**src/rtl/td4_pkg.sv**
```systemverilog
// Shared definitions for the TD4 sequencer: widths, opcodes, FSM states and
// the decoded control bundle passed from td4_decoder to the sequencer.
package td4_pkg;

  localparam int DATA_W  = 4;
  localparam int ADDR_W  = 4;
  localparam int INSTR_W = 8;

  localparam logic [3:0] OP_ADD_A  = 4'b0000;
  localparam logic [3:0] OP_MOV_AB = 4'b0001;
  localparam logic [3:0] OP_IN_A   = 4'b0010;
  localparam logic [3:0] OP_MOV_A  = 4'b0011;
  localparam logic [3:0] OP_MOV_BA = 4'b0100;
  localparam logic [3:0] OP_ADD_B  = 4'b0101;
  localparam logic [3:0] OP_IN_B   = 4'b0110;
  localparam logic [3:0] OP_MOV_B  = 4'b0111;
  localparam logic [3:0] OP_OUT_B  = 4'b1001;
  localparam logic [3:0] OP_OUT_IM = 4'b1011;
  localparam logic [3:0] OP_JNC    = 4'b1110;
  localparam logic [3:0] OP_JMP    = 4'b1111;

  typedef enum logic [1:0] {
    ST_IDLE  = 2'd0,
    ST_FETCH = 2'd1,
    ST_EXEC  = 2'd2,
    ST_HALT  = 2'd3
  } state_e;

  // Operand source: the same mux feeds the A/B write data and the output port.
  typedef enum logic [1:0] {
    SRC_IM = 2'd0,
    SRC_A  = 2'd1,
    SRC_B  = 2'd2,
    SRC_IN = 2'd3
  } src_e;

  typedef struct packed {
    logic wrA;
    logic wrB;
    src_e src;
    logic addEn;
    logic outEn;
    logic jump;
    logic jumpCond;
  } ctrl_t;

endpackage

```
**src/rtl/td4_sequencer_if.sv**
```systemverilog
// Bus between the TD4 sequencer and its environment (ROM, switches, debug).
// master = the sequencer, slave = whatever drives ROM data and controls.
interface td4_sequencer_if;
  import td4_pkg::*;

  logic                RUN;
  logic                STEP;
  logic [ADDR_W-1:0]   ROM_ADDR;
  logic [INSTR_W-1:0]  ROM_DATA;
  logic [DATA_W-1:0]   IN_PORT;
  logic [DATA_W-1:0]   OUT_PORT;
  logic [DATA_W-1:0]   REG_A;
  logic [DATA_W-1:0]   REG_B;
  logic                CARRY;
  logic                HALTED;
  logic                INSTR_DONE;

  modport master (
    input  RUN, STEP, ROM_DATA, IN_PORT,
    output ROM_ADDR, OUT_PORT, REG_A, REG_B, CARRY, HALTED, INSTR_DONE
  );

  modport slave (
    output RUN, STEP, ROM_DATA, IN_PORT,
    input  ROM_ADDR, OUT_PORT, REG_A, REG_B, CARRY, HALTED, INSTR_DONE
  );

endinterface

```
**src/rtl/td4_sequencer_decoder.sv**
```systemverilog
// Combinational TD4 opcode decoder; unlisted opcodes decode to an all-zero
// bundle, which the sequencer executes as a NOP.
module td4_decoder
  import td4_pkg::*;
(
  input  logic [3:0] i_op,
  output ctrl_t      o_ctrl
);

  always_comb begin
    o_ctrl = '0;
    case (i_op)
      OP_ADD_A:  begin o_ctrl.wrA = 1'b1; o_ctrl.src = SRC_A;  o_ctrl.addEn = 1'b1; end
      OP_ADD_B:  begin o_ctrl.wrB = 1'b1; o_ctrl.src = SRC_B;  o_ctrl.addEn = 1'b1; end
      OP_MOV_A:  begin o_ctrl.wrA = 1'b1; o_ctrl.src = SRC_IM; end
      OP_MOV_B:  begin o_ctrl.wrB = 1'b1; o_ctrl.src = SRC_IM; end
      OP_MOV_AB: begin o_ctrl.wrA = 1'b1; o_ctrl.src = SRC_B;  end
      OP_MOV_BA: begin o_ctrl.wrB = 1'b1; o_ctrl.src = SRC_A;  end
      OP_IN_A:   begin o_ctrl.wrA = 1'b1; o_ctrl.src = SRC_IN; end
      OP_IN_B:   begin o_ctrl.wrB = 1'b1; o_ctrl.src = SRC_IN; end
      OP_OUT_B:  begin o_ctrl.outEn = 1'b1; o_ctrl.src = SRC_B;  end
      OP_OUT_IM: begin o_ctrl.outEn = 1'b1; o_ctrl.src = SRC_IM; end
      OP_JMP:    begin o_ctrl.jump = 1'b1; end
      OP_JNC:    begin o_ctrl.jump = 1'b1; o_ctrl.jumpCond = 1'b1; end
      default:   o_ctrl = '0;
    endcase
  end

endmodule

```
**src/rtl/td4_sequencer.sv**
```systemverilog
// TD4 fetch/execute controller: drives the ROM address from PC, latches the
// instruction, and executes it against its own A/B/carry/output registers.
module td4_sequencer
  import td4_pkg::*;
#(
  parameter logic [ADDR_W-1:0] RESET_PC          = 4'h0,
  parameter bit                HALT_ON_SELF_JUMP = 1'b1,
  parameter bit                IN_SYNC           = 1'b1
) (
  input  logic              CLK,
  input  logic              N_RESET,
  td4_sequencer_if.master   bus
);

  state_e              r_state;
  state_e              w_nextState;
  logic [ADDR_W-1:0]   r_pc;
  logic [INSTR_W-1:0]  r_ir;
  logic [DATA_W-1:0]   r_a;
  logic [DATA_W-1:0]   r_b;
  logic [DATA_W-1:0]   r_out;
  logic                r_carry;
  logic                r_halted;
  logic                r_done;
  logic                r_stepPrev;
  logic [DATA_W-1:0]   r_inMeta;
  logic [DATA_W-1:0]   r_inSync;

  ctrl_t               w_ctrl;
  logic [DATA_W-1:0]   w_im;
  logic [DATA_W-1:0]   w_inPort;
  logic [DATA_W-1:0]   w_src;
  logic [DATA_W:0]     w_sum;
  logic [DATA_W-1:0]   w_wdata;
  logic                w_carryNext;
  logic                w_taken;
  logic                w_halt;
  logic [ADDR_W-1:0]   w_pcNext;
  logic                w_stepRise;

  assign w_im       = r_ir[3:0];
  assign w_inPort   = IN_SYNC ? r_inSync : bus.IN_PORT;
  assign w_stepRise = bus.STEP & ~r_stepPrev;

  td4_decoder u_decoder (
    .i_op   (r_ir[7:4]),
    .o_ctrl (w_ctrl)
  );

  always_comb begin
    w_src = w_im;
    case (w_ctrl.src)
      SRC_A:   w_src = r_a;
      SRC_B:   w_src = r_b;
      SRC_IN:  w_src = w_inPort;
      default: w_src = w_im;
    endcase
  end

  // JNC looks at the carry held from the previous instruction, not the new one.
  assign w_sum       = {1'b0, w_src} + {1'b0, w_im};
  assign w_wdata     = w_ctrl.addEn ? w_sum[DATA_W-1:0] : w_src;
  assign w_carryNext = w_ctrl.addEn & w_sum[DATA_W];
  assign w_taken     = w_ctrl.jump & (~w_ctrl.jumpCond | ~r_carry);
  assign w_pcNext    = w_taken ? w_im : r_pc + 4'd1;
  assign w_halt      = HALT_ON_SELF_JUMP && w_taken && (w_im == r_pc);

  always_ff @(posedge CLK or negedge N_RESET) begin
    if (!N_RESET) begin
      r_state <= ST_IDLE;
    end else begin
      r_state <= w_nextState;
    end
  end

  always_comb begin
    w_nextState = r_state;
    case (r_state)
      ST_IDLE:  if (bus.RUN || w_stepRise) w_nextState = ST_FETCH;
      ST_FETCH: w_nextState = ST_EXEC;
      ST_EXEC: begin
        if (w_halt)       w_nextState = ST_HALT;
        else if (bus.RUN) w_nextState = ST_FETCH;
        else              w_nextState = ST_IDLE;
      end
      ST_HALT:  w_nextState = ST_HALT;
      default:  w_nextState = ST_IDLE;
    endcase
  end

  // The step detector samples every cycle so edges outside IDLE are lost.
  always_ff @(posedge CLK or negedge N_RESET) begin
    if (!N_RESET) begin
      r_pc       <= RESET_PC;
      r_ir       <= '0;
      r_a        <= '0;
      r_b        <= '0;
      r_out      <= '0;
      r_carry    <= 1'b0;
      r_halted   <= 1'b0;
      r_done     <= 1'b0;
      r_stepPrev <= 1'b0;
      r_inMeta   <= '0;
      r_inSync   <= '0;
    end else begin
      r_stepPrev <= bus.STEP;
      r_inMeta   <= bus.IN_PORT;
      r_inSync   <= r_inMeta;
      r_done     <= (r_state == ST_EXEC);
      if (r_state == ST_FETCH) begin
        r_ir <= bus.ROM_DATA;
      end
      if (r_state == ST_EXEC) begin
        r_pc    <= w_pcNext;
        r_carry <= w_carryNext;
        if (w_ctrl.wrA)   r_a      <= w_wdata;
        if (w_ctrl.wrB)   r_b      <= w_wdata;
        if (w_ctrl.outEn) r_out    <= w_wdata;
        if (w_halt)       r_halted <= 1'b1;
      end
    end
  end

  assign bus.ROM_ADDR   = r_pc;
  assign bus.OUT_PORT   = r_out;
  assign bus.REG_A      = r_a;
  assign bus.REG_B      = r_b;
  assign bus.CARRY      = r_carry;
  assign bus.HALTED     = r_halted;
  assign bus.INSTR_DONE = r_done;

endmodule
```
**src/flat_wrapper.sv**
```systemverilog
// flat-port wrapper written by rule: the top's interface ports become plain ports
module td4_sequencer_flat import td4_pkg::*;
#(
  parameter logic [ADDR_W-1:0] RESET_PC          = 4'h0,
  parameter bit                HALT_ON_SELF_JUMP = 1'b1,
  parameter bit                IN_SYNC           = 1'b1
)
  (CLK, N_RESET, bus_RUN, bus_STEP, bus_ROM_DATA, bus_IN_PORT, bus_ROM_ADDR, bus_OUT_PORT, bus_REG_A, bus_REG_B, bus_CARRY, bus_HALTED, bus_INSTR_DONE);
  td4_sequencer_if bus_i ();
  input  logic CLK;
  input  logic N_RESET;
  input wire logic [$bits(bus_i.RUN)-1:0] bus_RUN;
  input wire logic [$bits(bus_i.STEP)-1:0] bus_STEP;
  input wire logic [$bits(bus_i.ROM_DATA)-1:0] bus_ROM_DATA;
  input wire logic [$bits(bus_i.IN_PORT)-1:0] bus_IN_PORT;
  output wire logic [$bits(bus_i.ROM_ADDR)-1:0] bus_ROM_ADDR;
  output wire logic [$bits(bus_i.OUT_PORT)-1:0] bus_OUT_PORT;
  output wire logic [$bits(bus_i.REG_A)-1:0] bus_REG_A;
  output wire logic [$bits(bus_i.REG_B)-1:0] bus_REG_B;
  output wire logic [$bits(bus_i.CARRY)-1:0] bus_CARRY;
  output wire logic [$bits(bus_i.HALTED)-1:0] bus_HALTED;
  output wire logic [$bits(bus_i.INSTR_DONE)-1:0] bus_INSTR_DONE;
  assign bus_i.RUN = bus_RUN;
  assign bus_i.STEP = bus_STEP;
  assign bus_i.ROM_DATA = bus_ROM_DATA;
  assign bus_i.IN_PORT = bus_IN_PORT;
  assign bus_ROM_ADDR = bus_i.ROM_ADDR;
  assign bus_OUT_PORT = bus_i.OUT_PORT;
  assign bus_REG_A = bus_i.REG_A;
  assign bus_REG_B = bus_i.REG_B;
  assign bus_CARRY = bus_i.CARRY;
  assign bus_HALTED = bus_i.HALTED;
  assign bus_INSTR_DONE = bus_i.INSTR_DONE;
  td4_sequencer #(.RESET_PC(RESET_PC), .HALT_ON_SELF_JUMP(HALT_ON_SELF_JUMP), .IN_SYNC(IN_SYNC)) u_core (.CLK(CLK), .N_RESET(N_RESET), .bus(bus_i));
endmodule
```
**config.mk**
```make
export PLATFORM = sky130hd
export DESIGN_NAME = td4_sequencer_flat
export DESIGN_NICKNAME = d
export VERILOG_FILES = /design/src/rtl/td4_pkg.sv /design/src/rtl/td4_sequencer_if.sv /design/src/rtl/td4_sequencer_decoder.sv /design/src/rtl/td4_sequencer.sv /design/src/flat_wrapper.sv
export SDC_FILE = /design/constraint.sdc
export NUM_CORES = 1
export LEC_CHECK = 0
export ABC_AREA = 0
export BUFFER_PORTS_ARGS = -buffer_cell sky130_fd_sc_hd__buf_2
export CORE_MARGIN = 1
export CORE_UTILIZATION = 25
export DETAILED_ROUTE_END_ITERATION = 16
export SLEW_MARGIN = 30
export SYNTH_ARGS = -nofsm -noshare
export SYNTH_HDL_FRONTEND = slang
export SYNTH_SLANG_ARGS = --single-unit
```
**constraint.sdc**
```tcl
create_clock -name CLK -period 2.5 [get_ports CLK]
set_input_delay 0.625 -clock CLK [delete_from_list [all_inputs] [get_ports CLK]]
set_output_delay 0.625 -clock CLK [all_outputs]
set_load 0.02 [all_outputs]
```
# Word-level counts from Yosys, hierarchy flattened
# Index checks and enable logic that the tools add are counted.
dict set report totals {
  output_inout_bits 19
  word_cells 70
  reg_bits 38
  in_bits 16
}
dict set report classes {
  muxes 14
  reduce_logical 16
  n_eq_ne 19
  bitwise 7
  n_addsub 2
}
# cell n
set op_table {}
lappend op_table {{4-bit by 3-bit equality test with 1-bit output (second input constant)} 4}
lappend op_table {{4-bit equality test (second input constant)} 4}
lappend op_table {{4-bit case mux with 3 select lines} 1}
lappend op_table {{2-bit OR reduction} 5}
lappend op_table {{2-bit equality test (second input constant)} 4}
lappend op_table {{4-bit by 2-bit equality test with 1-bit output (second input constant)} 2}
lappend op_table {{4-bit two-way mux} 2}
lappend op_table {{2-bit case mux with 4 select lines} 1}
lappend op_table {{2-bit AND reduction} 4}
lappend op_table {{4-bit OR reduction} 2}
lappend op_table {{1-bit two-way mux} 7}
lappend op_table {{2-bit case mux with 3 select lines} 1}
lappend op_table {{4-bit by 4-bit adder with 5-bit output} 1}
lappend op_table {{4-bit by 1-bit adder with 4-bit output (second input constant)} 1}
lappend op_table {{2-bit by 1-bit equality test with 1-bit output (second input constant)} 2}
lappend op_table {{4-bit by 1-bit equality test with 1-bit output (second input constant)} 1}
lappend op_table {{4-bit equality test} 1}
lappend op_table {{4-bit logical NOT} 1}
lappend op_table {{2-bit two-way mux} 2}
lappend op_table {{1-bit bitwise AND} 3}
lappend op_table {{1-bit inverter} 3}
lappend op_table {{3-bit OR reduction} 1}
lappend op_table {{2-bit logical NOT} 1}
lappend op_table {{2-bit by 1-bit != test with 1-bit output (second input constant)} 1}
lappend op_table {{other kinds (3)} 3}

# Logic depth before layout (Yosys ltp)
# Gate-level depths: netlist of run 1.
dict set report logic_depth {
  word_depth 8
  mapped_depth 12
  depth_no_buf 11
}

# Cells and area by module
# Synthesis of run 1 repeated with hierarchy kept, for this count alone.
dict set report hier_totals {
  hier_cells 164
  area_unflattened_um2 1789.2
}
# module n_inst cells_each area_per_inst_um2
set modules_own_cells {}
lappend modules_own_cells {td4_sequencer 1 154 1716.6}
lappend modules_own_cells {td4_decoder 1 10 72.6}

# Worst setup path before layout of run 1
# Ideal clock, no wire load.
dict set report synth_path {
  path_kind {reg-to-reg}
  from {register u_core.r_ir[4]}
  to {register u_core.r_b[2], in the netlist u_core.bus.REG_B[2]}
  path_slack_ns 0.266
  path_buffers 1
  required_time_ns 2.375
  path_stages_with_launch 13
  arrival_time_ns 2.109
  period_less_slack_ns 2.234
  setup_ns 0.125
  cell_sequence {dfrtp_1 buf_6 nand3b_1 a21oi_1 o22ai_2 inv_1 ha_1 inv_1 fa_1 xnor2_1 nand2_1 o21ai_1 mux2_2}
}
dict set report synth_between {
  elab_chain_len 7
  elab_cells_between_ends 23
  classes_between {add/sub: 1; eq/ne: 10; mux: 5; reduce/logical: 7}
}
# element line_no
set synth_lines {}
lappend synth_lines {{start, declared} td4_sequencer.sv:18} ;# logic [INSTR_W-1:0] r_ir;
lappend synth_lines {{start signal, assigned} td4_sequencer.sv:111} ;# r_ir <= bus.ROM_DATA;
lappend synth_lines {{4-bit by 1-bit equality test with 1-bit output (tied with other cells)} td4_sequencer_decoder.sv:12} ;# case (i_op)
lappend synth_lines {{3-bit OR reduction (no source line) / 2-bit OR reduction (equally long branches)} --}
lappend synth_lines {{2-bit case mux with 3 select lines} td4_sequencer_decoder.sv:12}
lappend synth_lines {{2-bit equality test / 2-bit by 1-bit equality test with 1-bit output (equally long branches)} td4_sequencer.sv:52} ;# case (w_ctrl.src)
lappend synth_lines {{4-bit case mux with 3 select lines} td4_sequencer.sv:52}
lappend synth_lines {{4-bit by 4-bit adder with 5-bit output} td4_sequencer.sv:61} ;# assign w_sum = {1'b0, w_src} + {1'b0, w_im};
lappend synth_lines {{4-bit two-way mux} td4_sequencer.sv:62} ;# assign w_wdata = w_ctrl.addEn ? w_sum[DATA_W-1:0] : w_src;
lappend synth_lines {{end signal, assigned} td4_sequencer.sv:117} ;# if (w_ctrl.wrB) r_b <= w_wdata;
lappend synth_lines {{end, declared} td4_sequencer.sv:20} ;# logic [DATA_W-1:0] r_b;
# Several ways; a longest one is shown, not always the timed one.
# A chain may end at the register's enable or synchronous reset.

# Final worst setup path of run 1
dict set report layout_path {
  from {register u_core.r_ir[6]}
  to {register u_core.r_b[2], in the netlist u_core.bus.REG_B[2]}
}
# Same word-level chain as after synthesis.

==> out/qor.csv, run 1 <==
stage,metric,value,unit
run_status,outcome,"finished, final reports clean",
synthesis,Syn Inst Count,177,
power,leak pwr,0.00111,uW
synthesis,average size of a mapped cell,11.1,um2
die,Die Area,8210,um2
global_route,number of global-route vias before repair,1500,
worst_setup_path,"Data required, critical path",2680,ps
synthesis,"EDFF count, synth",0,
routing,initial drt markers,50,
clocking,CTS root buf,clkbuf_8,
routing,WL/cell,13.7,um
synthesis,dominant synthesized flop cell,dfrtp_1,
worst_setup_path,Critical Path AT,2500,ps
routing,vias per inst,4.44,
synthesis,top cell type by total area after synthesis,dfrtp_1,
power,Pwr Density,1590,nW/um2
worst_setup_path,crit path launch type,register,
sta,endpoints failing hold,0,
sta,Pins Over Slew Limit,0,
clocking,Clock Tree Buf Depth,2,
clocking,CTS tree,yes,
finish,fraction of layout cells with a size suffix above 1,0.376,
placed_design,number of port buffers,34,
synthesis,Yosys reg bits,38,
sta,RSZ-0062 raised after global routing,false,
clocking,clk slew on worst S/H paths,80,ps
clocking,Post-CTS Hold Buffers,0,
placed_design,GP Congestion,0.760,
synthesis,post-synth cell types,42,
clocking,Clock Sinks,38,
clocking,CTS H-tree depth,2,
sta,clk_skew,3.98,ps
routing,DRC Markers,0,
die,initial core utilization,0.265,
synthesis,"top cells by area, synth","dfrtp_1 (48%), mux2_2 (5.2%), o21ai_0 (3.8%), ha_1 (3.2%), mux2i_1 (2.6%)",
placed_design,detailed placement HPWL,3210,um
finish,area grow syn2layout,24.0,%
clocking,worst skew pair latency,290,ps
synthesis,Synth Warn #,0,
routing,DR pass1 iterations,4,
synthesis,Synth async-reset ratio,1.00,
die,die height,90.6,um
sta,fmax,0.430,GHz
synthesis,commonest cells in the netlist,"dfrtp_1 (38), o21ai_0 (15), nand2_1 (13), inv_1 (9), mux2_2 (9)",
placed_design,Area after DPL,2260,um2
finish,final instance area,2430,um2
die,Die Width,90.6,um
flow_run,MaxCap Viol Count,0,
routing,post-route ant nets,0,
routing,Post-Route WL,4400,um
sta,Max transition margin,0.672,
clocking,CTS Buf Count,5,
global_route,pin count of the biggest net entering global routing,39,
global_route,initial antenna violation count,0,
worst_setup_path,slack of the worst reg-to-reg path,180,ps
hold_path,Hold Crit Class,in -> async,
worst_setup_path,critical path class,reg -> reg,
die,# IOs,35,
synthesis,most frequent cell after synthesis,dfrtp_1,
power,Worst VDD drop,0.474,mV
finish,n_diodes,0,
synthesis,area share of the largest cell type after synthesis,0.485,
sta,Final min period,2320,ps
sta,# setup viols final,0,
synthesis,register area share after synthesis,0.485,
worst_setup_path,critical path endpoint category,register,
routing,Vias,1420,
power,total chip power,3860,uW
synthesis,Mapped Nets,199,
finish,layout net count,242,
die,Core ar.,7410,um2
sta,Worst-Margin Slew,489,ps
die,site row count,31,
global_route,GRT overflow,0,
worst_setup_path,CP Max Fanout,5,
sta,setup TNS,0,ps
global_route,first-pass GRT wire length,7530,um
synthesis,cell area after synthesis,1960,um2
global_route,all-layer global routing usage,0.117,
sta,final worst-path cycle share,0.929,
-- state kept, by name, summed over array words and instances, names as in the netlist, 2 cells and up --
| signal | count |
|---|---|
| u_core.r_ir | 8 |
| u_core.r_inMeta | 4 |
| u_core.bus.OUT_PORT | 4 |
| u_core.r_inSync | 4 |
| u_core.bus.REG_B | 4 |
| u_core.bus.ROM_ADDR | 4 |
| u_core.bus.REG_A | 4 |
| u_core.r_state | 2 |
-- final cells by class --
type                            instances  area, um2
Timing Repair Buffer                   44        248
Clock inverter                          2       60.1
Tap cell                               99        124
Fill cell                             750       4970
Sequential cell                        38        955
Inverter                               10       37.5
Multi-Input combinational cell        121        927
Clock buffer                            6       82.6
-- per-stage QoR --
stage | utilization | setup slack [ps] | std cells | hold WS [ps]
2_1_floorplan | - | 266 | 177 | 329
3_3_place_gp | 0.305 | 124 | 310 | 334
3_5_place_dp | 0.305 | 100 | 310 | 335
4_1_cts | 0.324 | 65.2 | 318 | 353
5_1_grt | 0.328 | 7.21 | 320 | 334
6_report | 0.328 | 177 | 320 | 302
-- critical path, stage by stage, from the launching register on --
cell	delay, ps
dfrtp_2	450
nand2b_1	210
a22oi_4	210
o22ai_2	110
inv_1	70
ha_1	150
inv_1	50
fa_1	400
xnor2_1	140
nand2_1	60
o21ai_1	70
mux2_2	280
-- cell usage in the layout, fill, tap and decap left out, types with 2 or more instances in the layout --
cell	n
buf_2	33
clkbuf_8	6
a21o_1	3
a21oi_1	8
nand2b_1	5
bufinv_16	2
mux2i_1	5
buf_4	11
nand3_2	2
nand3b_1	6
nand3_1	2
mux2_2	9
nor3_2	3
dfrtp_1	35
a21oi_2	3
o21ai_1	3
o22ai_2	3
xnor2_1	4
nor2b_1	2
xor2_1	3
nand2_1	13
nor2_1	7
dfrtp_2	3
nor2b_2	2
ha_1	5
a22oi_2	2
o21ai_0	15
inv_1	9
-- final timing paths --
check | depth (start not counted) | endpoint | start
max | 11 | u_core.bus.REG_B[2] | u_core.r_ir[6]
min | 1 | u_core.bus.ROM_ADDR[0] | N_RESET
max reg2reg | 11 | u_core.bus.REG_B[2] | u_core.r_ir[6]
min reg2reg | 0 | u_core.r_inSync[3] | u_core.r_inMeta[3]
max in group asynchronous | 1 | u_core.r_ir[4] | N_RESET
min in group CLK | 0 | u_core.r_inSync[3] | u_core.r_inMeta[3]
-- routing by layer --
layer	part of all wire	track usage	wire length, um	vias to the layer above
met3	0.042	0.0328	185	5
met2	0.47	0.190	2070	26
li1	-	-	-	706
met1	0.48	0.149	2090	683
met5	0	0	0	-
met4	0.012	0.0376	53	0
-- repair_timing --
| item | CTS | global route |
|---|---|---|
| endpoints found under the hold margin | 0 | 0 |
| buffers inserted | 0 | 2 |
| setup endpoints to repair | 0 | 8 |
| gates resized for setup | 0 | 6 |
-- cells by family after synthesis --
family / after synthesis / share of synthesized area
DFF: 38 / 0.485
buffers and inverters: 18 / 0.0478
xor gates and xnor gates: 7 / 0.0313
AOI/OAI and AO/OA: 46 / 0.170
muxes: 15 / 0.0848
and+or+nand+nor: 47 / 0.140
adders and majority gates: 6 / 0.0421
-- power breakdown --
part	total, uW	internal (uW)	switching [uW]
clock	649	426	224
sequential	1150	852	303
combinational	2060	968	1090
total	3860	2250	1620
(Power assumes the default switching activity.)
==> run 2, diff against run 1 <==
- clock period: 2.5 -> 2.35 ns (I/O delays scaled with it)
==> out/qor.csv, run 2 (synthesis results as in run 1) <==
stage,metric,value,unit
run_status,outcome,"finished, final reports clean",
routing,DR pass1 iterations,4,
die,Core ar.,7410,um2
finish,Reg with most FFs,u_core.r_ir,
sta,Final min period,2280,ps
die,die height,90.6,um
worst_setup_path,worst reg2reg path startpoint,u_core.r_ir[4],
sta,setup slack after layout,72.0,ps
worst_setup_path,Worst Reg-to-Reg Cells,13,
clocking,Clock Sinks,38,
finish,"commonest cells after routing, fill and taps aside","buf_2 (35), dfrtp_1 (34), buf_4 (21)",
worst_setup_path,crit path launch type,register,
routing,Vias,1482,
sta,# setup viols final,0,
global_route,pin count of the biggest net entering global routing,39,
power,Worst VDD drop,0.427,mV
worst_setup_path,critical path endpoint category,register,
sta,RSZ-0062 raised after global routing,true,
worst_setup_path,Worst path max stage delay,460,ps
placed_design,detailed placement HPWL,3260,um
placed_design,placed insts,319,
global_route,number of global-route vias before repair,1490,
worst_setup_path,CP Max Fanout,6,
worst_setup_path,WP buf/inv,5,
placed_design,number of port buffers,34,
finish,Util after Layout,0.352,
routing,DRC Markers,0,
routing,met2 wire len,2110,um
routing,post-route ant nets,0,
global_route,GRT overflow,0,
die,site row count,31,
worst_setup_path,Reg-to-Reg End,u_core.bus.REG_B[2],
routing,highest routing layer actually used,met4,
power,Pwr Density,1740,nW/um2
die,initial core utilization,0.265,
finish,non-filler cells in the finished layout,334,
flow_run,MaxCap Viol Count,0,
worst_setup_path,critical path class,reg -> reg,
finish,"most common cell after layout, fill and taps aside",buf_2,
finish,Largest register FFs,8,
placed_design,pre-CTS WS,-48.8,ps
routing,WL/cell,13.7,um
worst_setup_path,Critical Path AT,2460,ps
routing,Post-Route WL,4590,um
finish,layout net count,256,
clocking,CTS root buf,clkbuf_8,
clocking,Post-CTS Hold Buffers,0,
sta,endpoints failing hold,0,
sta,Max transition margin,0.629,
worst_setup_path,slack of the worst reg-to-reg path,70,ps
worst_setup_path,"Data required, critical path",2530,ps
sta,final worst-path cycle share,0.969,
die,Die Area,8210,um2
die,Die Width,90.6,um
clocking,clk slew on worst S/H paths,80,ps
power,total chip power,4530,uW
worst_setup_path,"delay-heaviest family, CP",buffers and inverters,
clocking,Clock Tree Buf Depth,2,
routing,initial drt markers,55,
finish,Layout fillers,744,
global_route,initial antenna violation count,0,
clocking,CTS H-tree depth,2,
placed_design,GP Congestion,0.818,
worst_setup_path,"Max stage delay cell, worst path",dfrtp_2,
clocking,CTS Buf Count,5,
routing,wl on met1,2250,um
sta,fmax,0.439,GHz
worst_setup_path,cell mode on critical path,buf_4,
finish,n_diodes,0,
power,leak pwr,0.00119,uW
global_route,all-layer global routing usage,0.118,
routing,WL met3,169,um
hold_path,Hold Crit Class,in -> async,
die,# IOs,35,
finish,area grow syn2layout,32.8,%
sta,clk_skew,7.72,ps
worst_setup_path,CP Cell Sequence,"buf_4, nand2b_4, a22oi_4, buf_4, buf_4, o22ai_4, inv_1, ha_4, buf_4, xnor2_1, nand2_1, o21ai_2, mux2_4",
global_route,first-pass GRT wire length,7510,um
finish,fraction of layout cells with a size suffix above 1,0.451,
routing,vias per inst,4.44,
clocking,CTS tree,yes,
sta,Worst-Margin Slew,553,ps
clocking,worst skew pair latency,300,ps
sta,Pins Over Slew Limit,0,
==> run 2: changes by cell type in the layout (fill, tap and decap cells not counted), moves of 2 or more <==
cell	previous run	this run
buf_4	11	21
ha_1	5	3
a21oi_2	3	5
buf_2	33	35
a21oi_1	8	6
==> run 2: routing by layer <==
layer / GRT usage / vias to the layer above
li1: - / 731
met1: 0.156 / 723
met2: 0.181 / 20
met3: 0.0396 / 8
met4: 0.0363 / 0
met5: 0 / -
==> run 2: repair_timing <==
action                                 in CTS  in global routing
setup endpoints to repair                   5                  8
pin swaps                                   1                  2
gates resized for setup                     8                 13
endpoints found under the hold margin       0                  0
buffers inserted                            5                  2
==> run 2: power by group <==
group	internal [uW]	switching, uW
Clock	453	240
Combinational	1310	1310
Sequential	908	312
Total	2670	1860
==> run 2: how the worst max path moves through the flow <==
stage,startpoint,end,slack [ps],depth (start not counted)
finish,u_core.r_ir[4],u_core.bus.REG_B[2],70,13
global route,u_core.r_ir[5],u_core.bus.REG_B[2],-30,12
CTS,u_core.r_ir[4],u_core.bus.REG_B[2],5,10
detailed placement,u_core.r_ir[4],u_core.bus.REG_B[2],-50,12
global placement,u_core.r_ir[5],u_core.bus.REG_B[2],10,11
floorplan,u_core.r_ir[4],u_core.bus.REG_B[2],120,12
==> run 2: worst reg2reg max path, cell delays in order, from the launching register on <==
cell and delay (ps):
dfrtp_2 460, buf_4 160, nand2b_4 80, a22oi_4 70, buf_4 150, buf_4 130
o22ai_4 150, inv_1 90, ha_4 220, buf_4 130, xnor2_1 110, nand2_1 80
o21ai_2 60, mux2_4 280
==> run 2: through the flow <==
stage               hold WS (ps)  instance area (um2)  setup TNS, ps
finish                       332                 2610              0
global route                 360                 2610           -156
CTS                          348                 2520              0
detailed placement           338                 2330           -163
global placement             333                 2330              0
floorplan                    292                 1960              0
==> run 2: area by class of cell <==
type / instances / area [um2] / share of cell area
clock buffers: 6 / 82.6 / 0.0317
clock inverters: 2 / 60.1 / 0.0231
inverters: 10 / 37.5 / 0.0144
multi-input cells: 121 / 981 / 0.377
flip-flops and latches: 38 / 956 / 0.367
well taps: 99 / 124 / 0.0476
repair buffers: 58 / 364 / 0.140
